File: src/rtl/risc16_ctrl_pkg.sv
// -----------------------------------------------------------------------------
// risc16_ctrl_pkg
// Shared definitions for the RiSC-16 multi-cycle control unit:
//   - 3-bit opcode constants (IR[15:13])
//   - controller state enumeration (also exported on state_dbg)
//   - pc_sel / wb_sel mux encodings
//   - ctrl_t: bundle of every datapath strobe the controller drives
// -----------------------------------------------------------------------------
package risc16_ctrl_pkg;

    // Instruction opcodes
    localparam logic [2:0] OP_ADD  = 3'b000;
    localparam logic [2:0] OP_ADDI = 3'b001;
    localparam logic [2:0] OP_NAND = 3'b010;
    localparam logic [2:0] OP_LUI  = 3'b011;
    localparam logic [2:0] OP_SW   = 3'b100;
    localparam logic [2:0] OP_LW   = 3'b101;
    localparam logic [2:0] OP_BEQ  = 3'b110;
    localparam logic [2:0] OP_JALR = 3'b111;

    // Controller states; the encoding is visible on state_dbg
    typedef enum logic [2:0] {
        ST_IDLE   = 3'd0,
        ST_FETCH  = 3'd1,
        ST_DECODE = 3'd2,
        ST_EXEC   = 3'd3,
        ST_MEM    = 3'd4,
        ST_WB     = 3'd5
    } state_t;

    // PC source select
    localparam logic [1:0] PC_SEL_INC  = 2'd0;  // PC + 1
    localparam logic [1:0] PC_SEL_BR   = 2'd1;  // PC + imm7
    localparam logic [1:0] PC_SEL_JALR = 2'd2;  // regB

    // Register-file write-back source select
    localparam logic [1:0] WB_SEL_ALU  = 2'd0;  // ALUOUT
    localparam logic [1:0] WB_SEL_MDR  = 2'd1;  // MDR
    localparam logic [1:0] WB_SEL_PC   = 2'd2;  // PC (link address)

    // All controller outputs except state_dbg
    typedef struct packed {
        logic       alu_add;
        logic       alu_nand;
        logic       alu_pass1;
        logic       alu_eq;
        logic       alu_src1_sel;
        logic       alu_src2_sel;
        logic       pc_we;
        logic [1:0] pc_sel;
        logic       ir_we;
        logic       mdr_we;
        logic       aluout_we;
        logic       rf_we;
        logic [1:0] wb_sel;
        logic       mem_rd;
        logic       mem_wr;
        logic       mem_addr_sel;
        logic       instr_retired;
    } ctrl_t;

endpackage

File: src/rtl/risc16_ctrl_decode.sv
// -----------------------------------------------------------------------------
// risc16_ctrl_decode
// Purely combinational decoder from (state, latched opcode) to the datapath
// control bundle. eq_out only affects the branch PC write in EXEC; mem_ready
// only affects the write enables / retire pulse in FETCH and MEM.
// Ports:
//   state      in  state_t  current controller state
//   opcode_r   in  3        opcode latched in DECODE
//   eq_out     in  1        ALU equality result
//   mem_ready  in  1        memory completes the current request
//   ctrl_s     out ctrl_t   decoded control strobes
// -----------------------------------------------------------------------------
module risc16_ctrl_decode
    import risc16_ctrl_pkg::*;
(
    input  state_t     state,
    input  logic [2:0] opcode_r,
    input  logic       eq_out,
    input  logic       mem_ready,
    output ctrl_t      ctrl_s
);

    // Decode control strobes; anything not set explicitly stays 0
    always_comb begin
        ctrl_s = '0;
        case (state)
            ST_IDLE: begin
                ctrl_s = '0;
            end
            ST_FETCH: begin
                ctrl_s.mem_rd       = 1'b1;
                ctrl_s.mem_addr_sel = 1'b0;
                if (mem_ready) begin
                    ctrl_s.ir_we  = 1'b1;
                    ctrl_s.pc_we  = 1'b1;
                    ctrl_s.pc_sel = PC_SEL_INC;
                end else begin
                    ctrl_s.ir_we  = 1'b0;
                    ctrl_s.pc_we  = 1'b0;
                end
            end
            ST_DECODE: begin
                // Register file read settles; no strobes
                ctrl_s = '0;
            end
            ST_EXEC: begin
                case (opcode_r)
                    OP_ADD: begin
                        ctrl_s.alu_add   = 1'b1;
                        ctrl_s.aluout_we = 1'b1;
                    end
                    OP_ADDI, OP_SW, OP_LW: begin
                        // Register + sign-extended imm7 (also the memory address)
                        ctrl_s.alu_add      = 1'b1;
                        ctrl_s.alu_src2_sel = 1'b1;
                        ctrl_s.aluout_we    = 1'b1;
                    end
                    OP_NAND: begin
                        ctrl_s.alu_nand  = 1'b1;
                        ctrl_s.aluout_we = 1'b1;
                    end
                    OP_LUI: begin
                        ctrl_s.alu_pass1    = 1'b1;
                        ctrl_s.alu_src1_sel = 1'b1;
                        ctrl_s.aluout_we    = 1'b1;
                    end
                    OP_BEQ: begin
                        ctrl_s.alu_eq        = 1'b1;
                        ctrl_s.instr_retired = 1'b1;
                        if (eq_out) begin
                            ctrl_s.pc_we  = 1'b1;
                            ctrl_s.pc_sel = PC_SEL_BR;
                        end else begin
                            ctrl_s.pc_we  = 1'b0;
                            ctrl_s.pc_sel = PC_SEL_INC;
                        end
                    end
                    OP_JALR: begin
                        // Link write (PC already points at next instr) and jump together
                        ctrl_s.rf_we         = 1'b1;
                        ctrl_s.wb_sel        = WB_SEL_PC;
                        ctrl_s.pc_we         = 1'b1;
                        ctrl_s.pc_sel        = PC_SEL_JALR;
                        ctrl_s.instr_retired = 1'b1;
                    end
                    default: begin
                        ctrl_s = '0;
                    end
                endcase
            end
            ST_MEM: begin
                ctrl_s.mem_addr_sel = 1'b1;
                if (opcode_r == OP_LW) begin
                    ctrl_s.mem_rd = 1'b1;
                    ctrl_s.mdr_we = mem_ready;
                end else if (opcode_r == OP_SW) begin
                    ctrl_s.mem_wr        = 1'b1;
                    ctrl_s.instr_retired = mem_ready;
                end else begin
                    // Unreachable: only loads/stores enter MEM
                    ctrl_s.mem_addr_sel = 1'b0;
                end
            end
            ST_WB: begin
                ctrl_s.rf_we         = 1'b1;
                ctrl_s.instr_retired = 1'b1;
                if (opcode_r == OP_LW) begin
                    ctrl_s.wb_sel = WB_SEL_MDR;
                end else begin
                    ctrl_s.wb_sel = WB_SEL_ALU;
                end
            end
            default: begin
                ctrl_s = '0;
            end
        endcase
    end

endmodule

File: src/rtl/risc16_control_fsm.sv
// -----------------------------------------------------------------------------
// risc16_control_fsm
// Multi-cycle control unit for the RiSC-16 datapath: IDLE -> FETCH -> DECODE
// -> EXEC -> [MEM] -> [WB] -> FETCH. Holds the state register and the opcode
// latched in DECODE; all strobes come from risc16_ctrl_decode. Because the
// strobes are decoded from the asynchronously reset state register, asserting
// rst_n low drops every output immediately.
// Ports:
//   clk, rst_n                        clock, async active-low reset
//   run                               continue executing at instr boundaries
//   opcode                            IR[15:13], valid from DECODE onward
//   eq_out                            ALU equality result (branch resolve)
//   mem_ready                         memory completes request at this edge
//   alu_add/nand/pass1/eq             one-hot ALU operation strobes
//   alu_src1_sel, alu_src2_sel        ALU operand selects
//   pc_we, pc_sel                     PC write enable / source
//   ir_we, mdr_we, aluout_we          datapath register loads
//   rf_we, wb_sel                     register file write / source
//   mem_rd, mem_wr, mem_addr_sel      memory request and address source
//   state_dbg                         current state encoding
//   instr_retired                     pulse on last cycle of each instruction
// -----------------------------------------------------------------------------
module risc16_control_fsm
    import risc16_ctrl_pkg::*;
(
    input  logic       clk,
    input  logic       rst_n,
    input  logic       run,
    input  logic [2:0] opcode,
    input  logic       eq_out,
    input  logic       mem_ready,
    output logic       alu_add,
    output logic       alu_nand,
    output logic       alu_pass1,
    output logic       alu_eq,
    output logic       alu_src1_sel,
    output logic       alu_src2_sel,
    output logic       pc_we,
    output logic [1:0] pc_sel,
    output logic       ir_we,
    output logic       mdr_we,
    output logic       aluout_we,
    output logic       rf_we,
    output logic [1:0] wb_sel,
    output logic       mem_rd,
    output logic       mem_wr,
    output logic       mem_addr_sel,
    output logic [2:0] state_dbg,
    output logic       instr_retired
);

    state_t     state_r;
    state_t     state_next_s;
    state_t     boundary_s;
    logic [2:0] opcode_r;
    ctrl_t      ctrl_s;

    // At an instruction boundary, stop in IDLE if run has been dropped
    always_comb begin
        if (run) begin
            boundary_s = ST_FETCH;
        end else begin
            boundary_s = ST_IDLE;
        end
    end

    // Next-state logic
    always_comb begin
        state_next_s = state_r;
        case (state_r)
            ST_IDLE: begin
                if (run) begin
                    state_next_s = ST_FETCH;
                end else begin
                    state_next_s = ST_IDLE;
                end
            end
            ST_FETCH: begin
                if (mem_ready) begin
                    state_next_s = ST_DECODE;
                end else begin
                    state_next_s = ST_FETCH;
                end
            end
            ST_DECODE: begin
                state_next_s = ST_EXEC;
            end
            ST_EXEC: begin
                case (opcode_r)
                    OP_BEQ, OP_JALR: state_next_s = boundary_s;
                    OP_SW, OP_LW:    state_next_s = ST_MEM;
                    default:         state_next_s = ST_WB;
                endcase
            end
            ST_MEM: begin
                if (!mem_ready) begin
                    state_next_s = ST_MEM;
                end else if (opcode_r == OP_LW) begin
                    state_next_s = ST_WB;
                end else begin
                    state_next_s = boundary_s;
                end
            end
            ST_WB: begin
                state_next_s = boundary_s;
            end
            default: begin
                state_next_s = ST_IDLE;
            end
        endcase
    end

    // State register; opcode is captured once in DECODE so later states see a stable value
    always_ff @(posedge clk or negedge rst_n) begin
        if (!rst_n) begin
            state_r  <= ST_IDLE;
            opcode_r <= OP_ADD;
        end else begin
            state_r <= state_next_s;
            if (state_r == ST_DECODE) begin
                opcode_r <= opcode;
            end
        end
    end

    risc16_ctrl_decode u_decode (
        .state     (state_r),
        .opcode_r  (opcode_r),
        .eq_out    (eq_out),
        .mem_ready (mem_ready),
        .ctrl_s    (ctrl_s)
    );

    assign alu_add       = ctrl_s.alu_add;
    assign alu_nand      = ctrl_s.alu_nand;
    assign alu_pass1     = ctrl_s.alu_pass1;
    assign alu_eq        = ctrl_s.alu_eq;
    assign alu_src1_sel  = ctrl_s.alu_src1_sel;
    assign alu_src2_sel  = ctrl_s.alu_src2_sel;
    assign pc_we         = ctrl_s.pc_we;
    assign pc_sel        = ctrl_s.pc_sel;
    assign ir_we         = ctrl_s.ir_we;
    assign mdr_we        = ctrl_s.mdr_we;
    assign aluout_we     = ctrl_s.aluout_we;
    assign rf_we         = ctrl_s.rf_we;
    assign wb_sel        = ctrl_s.wb_sel;
    assign mem_rd        = ctrl_s.mem_rd;
    assign mem_wr        = ctrl_s.mem_wr;
    assign mem_addr_sel  = ctrl_s.mem_addr_sel;
    assign instr_retired = ctrl_s.instr_retired;
    assign state_dbg     = state_r;

endmodule

File: config.mk
export PLATFORM = sky130hd
export DESIGN_NAME = risc16_control_fsm
export DESIGN_NICKNAME = d
export VERILOG_FILES = /design/src/rtl/risc16_ctrl_pkg.sv /design/src/rtl/risc16_ctrl_decode.sv /design/src/rtl/risc16_control_fsm.sv
export SDC_FILE = /design/constraint.sdc
export NUM_CORES = 1
export LEC_CHECK = 0
export ABC_AREA = 1
export CAP_MARGIN = 0
export CORE_MARGIN = 5
export CORE_UTILIZATION = 43
export CTS_BUF_LIST = sky130_fd_sc_hd__clkbuf_4 sky130_fd_sc_hd__clkbuf_8
export CTS_CLUSTER_DIAMETER = 80
export DETAILED_ROUTE_END_ITERATION = 8
export PLACE_DENSITY = 0.89
export REMOVE_ABC_BUFFERS = 1
export SLEW_MARGIN = 20
export SYNTH_ARGS = -nofsm -noshare
export SYNTH_HDL_FRONTEND = slang
export SYNTH_HIERARCHICAL = 1
export SYNTH_SLANG_ARGS = --single-unit
File: constraint.sdc
create_clock -name clk -period 3.6 [get_ports clk]
set_clock_uncertainty 0.15 [all_clocks]
set_input_delay 0.36 -clock clk [delete_from_list [all_inputs] [get_ports clk]]
set_output_delay 0.36 -clock clk [all_outputs]
set_load 0.03 [all_outputs]
==> impl_metrics.py <==
metrics = {
    "pwr": {
        "switchingPower_uw": 396.1,
        "clkPwrFrac_pct": 8.6,
        "switching_share_pct": 56.36,
        "vdd_drop_max_mv": 0.5942,
        "power.internal_uw": 306.6,
        "sequentialPowerShare_pct": 28.4,
        "p_per_area_mw_per_mm2": 777.9,
        "combPwrFrac_pct": 63.0,
        "p_leak_nw": 0.4371,
    },
    "placed_design": {
        "dp_hpwl_mm": 1.241,
        "gp_congestion": 0.8717,
        "post-place-ws_ps": 1209,
        "port_buffers": 29,
    },
    "setup_path": {
        "r2r_slack_ps": 2310,
        "endpoint_kind": "primary output",
        "worstPathRequired_ps": 3090,
        "path_max_fanout": 10,
        "critPathKind": "flip-flop to primary output",
        "startpoint_type": "flip-flop",
        "crit_arrival_ps": 2040,
    },
    "timing": {
        "slew_violations": 0,
        "rsz0062_at_grt": "false",
        "setup_ws_ps": 1046,
        "timing.setup.tns_ps": 0,
        "fmax_mhz": 391.6,
        "hold_viol": 0,
        "tightest_slew_ps": 410.3,
        "setup_violations": 0,
        "slew_headroom_pct": 72.65,
        "period_share_pct": 70.94,
        "fin_crit_ps": 2554,
    },
    "yosys": {
        "synth_top_family_by_area": "simple AND/OR/NAND/NOR gates",
        "ys_seq_elements": 6,
        "syn_avg_cell_area_um2": 6.366,
        "synth-compound-area-share_pct": 4.968,
        "synth-simple-area-share_pct": 56.80,
        "synth_xor_area_share_pct": 0,
        "ys_seq_area_share_pct": 25.92,
        "postSynthCellCount": 91,
        "synth_warnings": 6,
        "ys_types": 19,
        "netlist_area_um2": 579.3,
        "synthAdderAreaFrac_pct": 0,
        "synth_mux_area_share_pct": 0,
    },
    "floorplanning": {
        "boundaryPins": 30,
        "dieArea_mm2": 0.002181,
        "rows": 13,
        "fp.dieW_um": 46.71,
        "start_util_pct": 45.08,
        "fp.dieH_um": 46.71,
        "core_mm2": 0.001285,
    },
    "route": {
        "first_pass_iters": 4,
        "ant_nets": 0,
        "routed-via-count": 650,
        "drc": 0,
        "drt-initial-drc-count": 11,
        "vias_per_cell": 4.745,
        "drt-total-wl_mm": 1.516,
        "wl_per_cell_um": 11.07,
    },
    "clocking": {
        "clock_path_buffers": 2,
        "cts_tree": "done",
        "post-cts-setup-buffer-count": 0,
        "cts.htree.levels": 1,
        "cts_root_buffer": "clkbuf_4",
        "cts_resized": 0,
        "holdBufCountCts": 0,
        "insertion_delay_ps": 240,
        "clock_sinks": 6,
        "clkTransAtPathRegs_ps": 40,
        "cts_buffers": 3,
    },
    "outcome": {
        "status": "completed",
    },
    "global_route": {
        "grt_pass1_vias": 620,
        "gr-usage-met2_pct": 31.59,
        "grt-ovfl-total": 0,
        "grt_pass1_wl_mm": 2.594,
        "grt_usage_pct": 16.44,
        "grt_max_degree": 13,
        "use_met3_pct": 0,
        "grt_use_met1_pct": 19.10,
        "grt_most_used_layer": "met2",
        "antenna_found_initial": 0,
    },
    "final_layout": {
        "finalNetCount": 132,
        "layout-drive-gt1-share_pct": 19.67,
        "area_growth_pct": 55.94,
        "final_cell_mix": "clkdlybuf4s50_1 (29), nand2_1 (25), nor2_1 (13)",
        "n_antenna_cell": 0,
        "layout_commonest_cell": "clkdlybuf4s50_1",
    },
    "run": {
        "drv_cap": 0,
    },
    "worst_hold_path": {
        "hold_path.class": "input port to asynchronous set/reset pin",
    },
}
## synthesized netlist by cell type
library cell	n	area share, %
o21bai_1	1	1.3
nor2_2	3	3.2
nand2_2	2	2.2
o21ai_0	1	0.86
dfrtp_1	6	26
inv_1	10	6.5
nand4_1	2	2.2
nand2_1	25	16
nand3_2	5	8.6
nor2_1	13	8.4
buf_4	1	1.3
o31ai_1	1	1.3
a21oi_2	1	1.5
inv_2	6	3.9
nor2_4	1	1.9
nor3_4	1	2.8
nand3_1	9	7.8
nor3_2	2	3.5
clkinv_1	1	0.65
## worst max-delay path, stage by stage (launching register included)
cell             delay (ps)
dfrtp_1                 580
nand2_1                 150
nor2_4                  150
inv_2                    80
nor3_2                  140
clkdlybuf4s50_1         710
## area by class of cell
| class | count | area, µm² |
|---|---|---|
| fillers | 118 | 381.6 |
| flip-flops and latches | 6 | 150.1 |
| multi-input cells | 67 | 357.8 |
| repair buffers | 29 | 290.3 |
| well taps | 15 | 18.77 |
| clock buffers | 3 | 22.52 |
| inverters | 17 | 63.81 |
## final timing paths
kind / from / endpoint / cells after the start
worst max-delay path: state_dbg[1] / alu_src1_sel / 5
worst min register to register: opcode_r[0] / opcode_r[0] / 2
worst max register to register: state_dbg[2] / state_dbg[0] / 5
max in group asynchronous: rst_n / state_dbg[2] / 1
min in group clk: opcode[2] / opcode_r[2] / 3
worst min-delay path: rst_n / state_dbg[0] / 1
## power by group through the flow
stage	registers (mW)	logic (mW)	clock network, mW
3_5_place_dp	0.201	0.446	0
6_report	0.200	0.443	0.0605
5_1_grt	0.213	0.485	0.0663
2_1_floorplan	0.208	0.272	0
4_1_cts	0.201	0.448	0.0621
3_3_place_gp	0.196	0.434	0
## cell families (layout without fill, tap and decap cells)
| logic type | Yosys count | after routing |
|---|---|---|
| and+or+nand+nor | 63 | 63 |
| buffers and inverters | 18 | 49 |
| DFF | 6 | 6 |
| AOI/OAI and AO/OA | 4 | 4 |
## per-stage QoR
step	utilization [%]	hold WS, ps	power [mW]	cell area, µm²	cells
after CTS	70.30	210.2	0.7109	903.4	137
after global routing	70.30	241.0	0.7650	903.4	137
after detailed placement	68.55	464.9	0.6464	880.8	134
after floorplan	-	-85.59	0.4800	571.8	90
after global placement	68.55	451.6	0.6301	880.8	134
final	70.30	203.8	0.7028	903.4	137
## metal layers
metal	share of wire (%)	up-vias
met5	0	-
met4	0.92	0
met3	5.9	2
met2	52	23
met1	41	277
li1	-	348
## flip-flops by register name (all words and copies together) (netlist names)
register   cells
opcode_r       3
state_dbg      3
(Power assumes the default switching activity.)
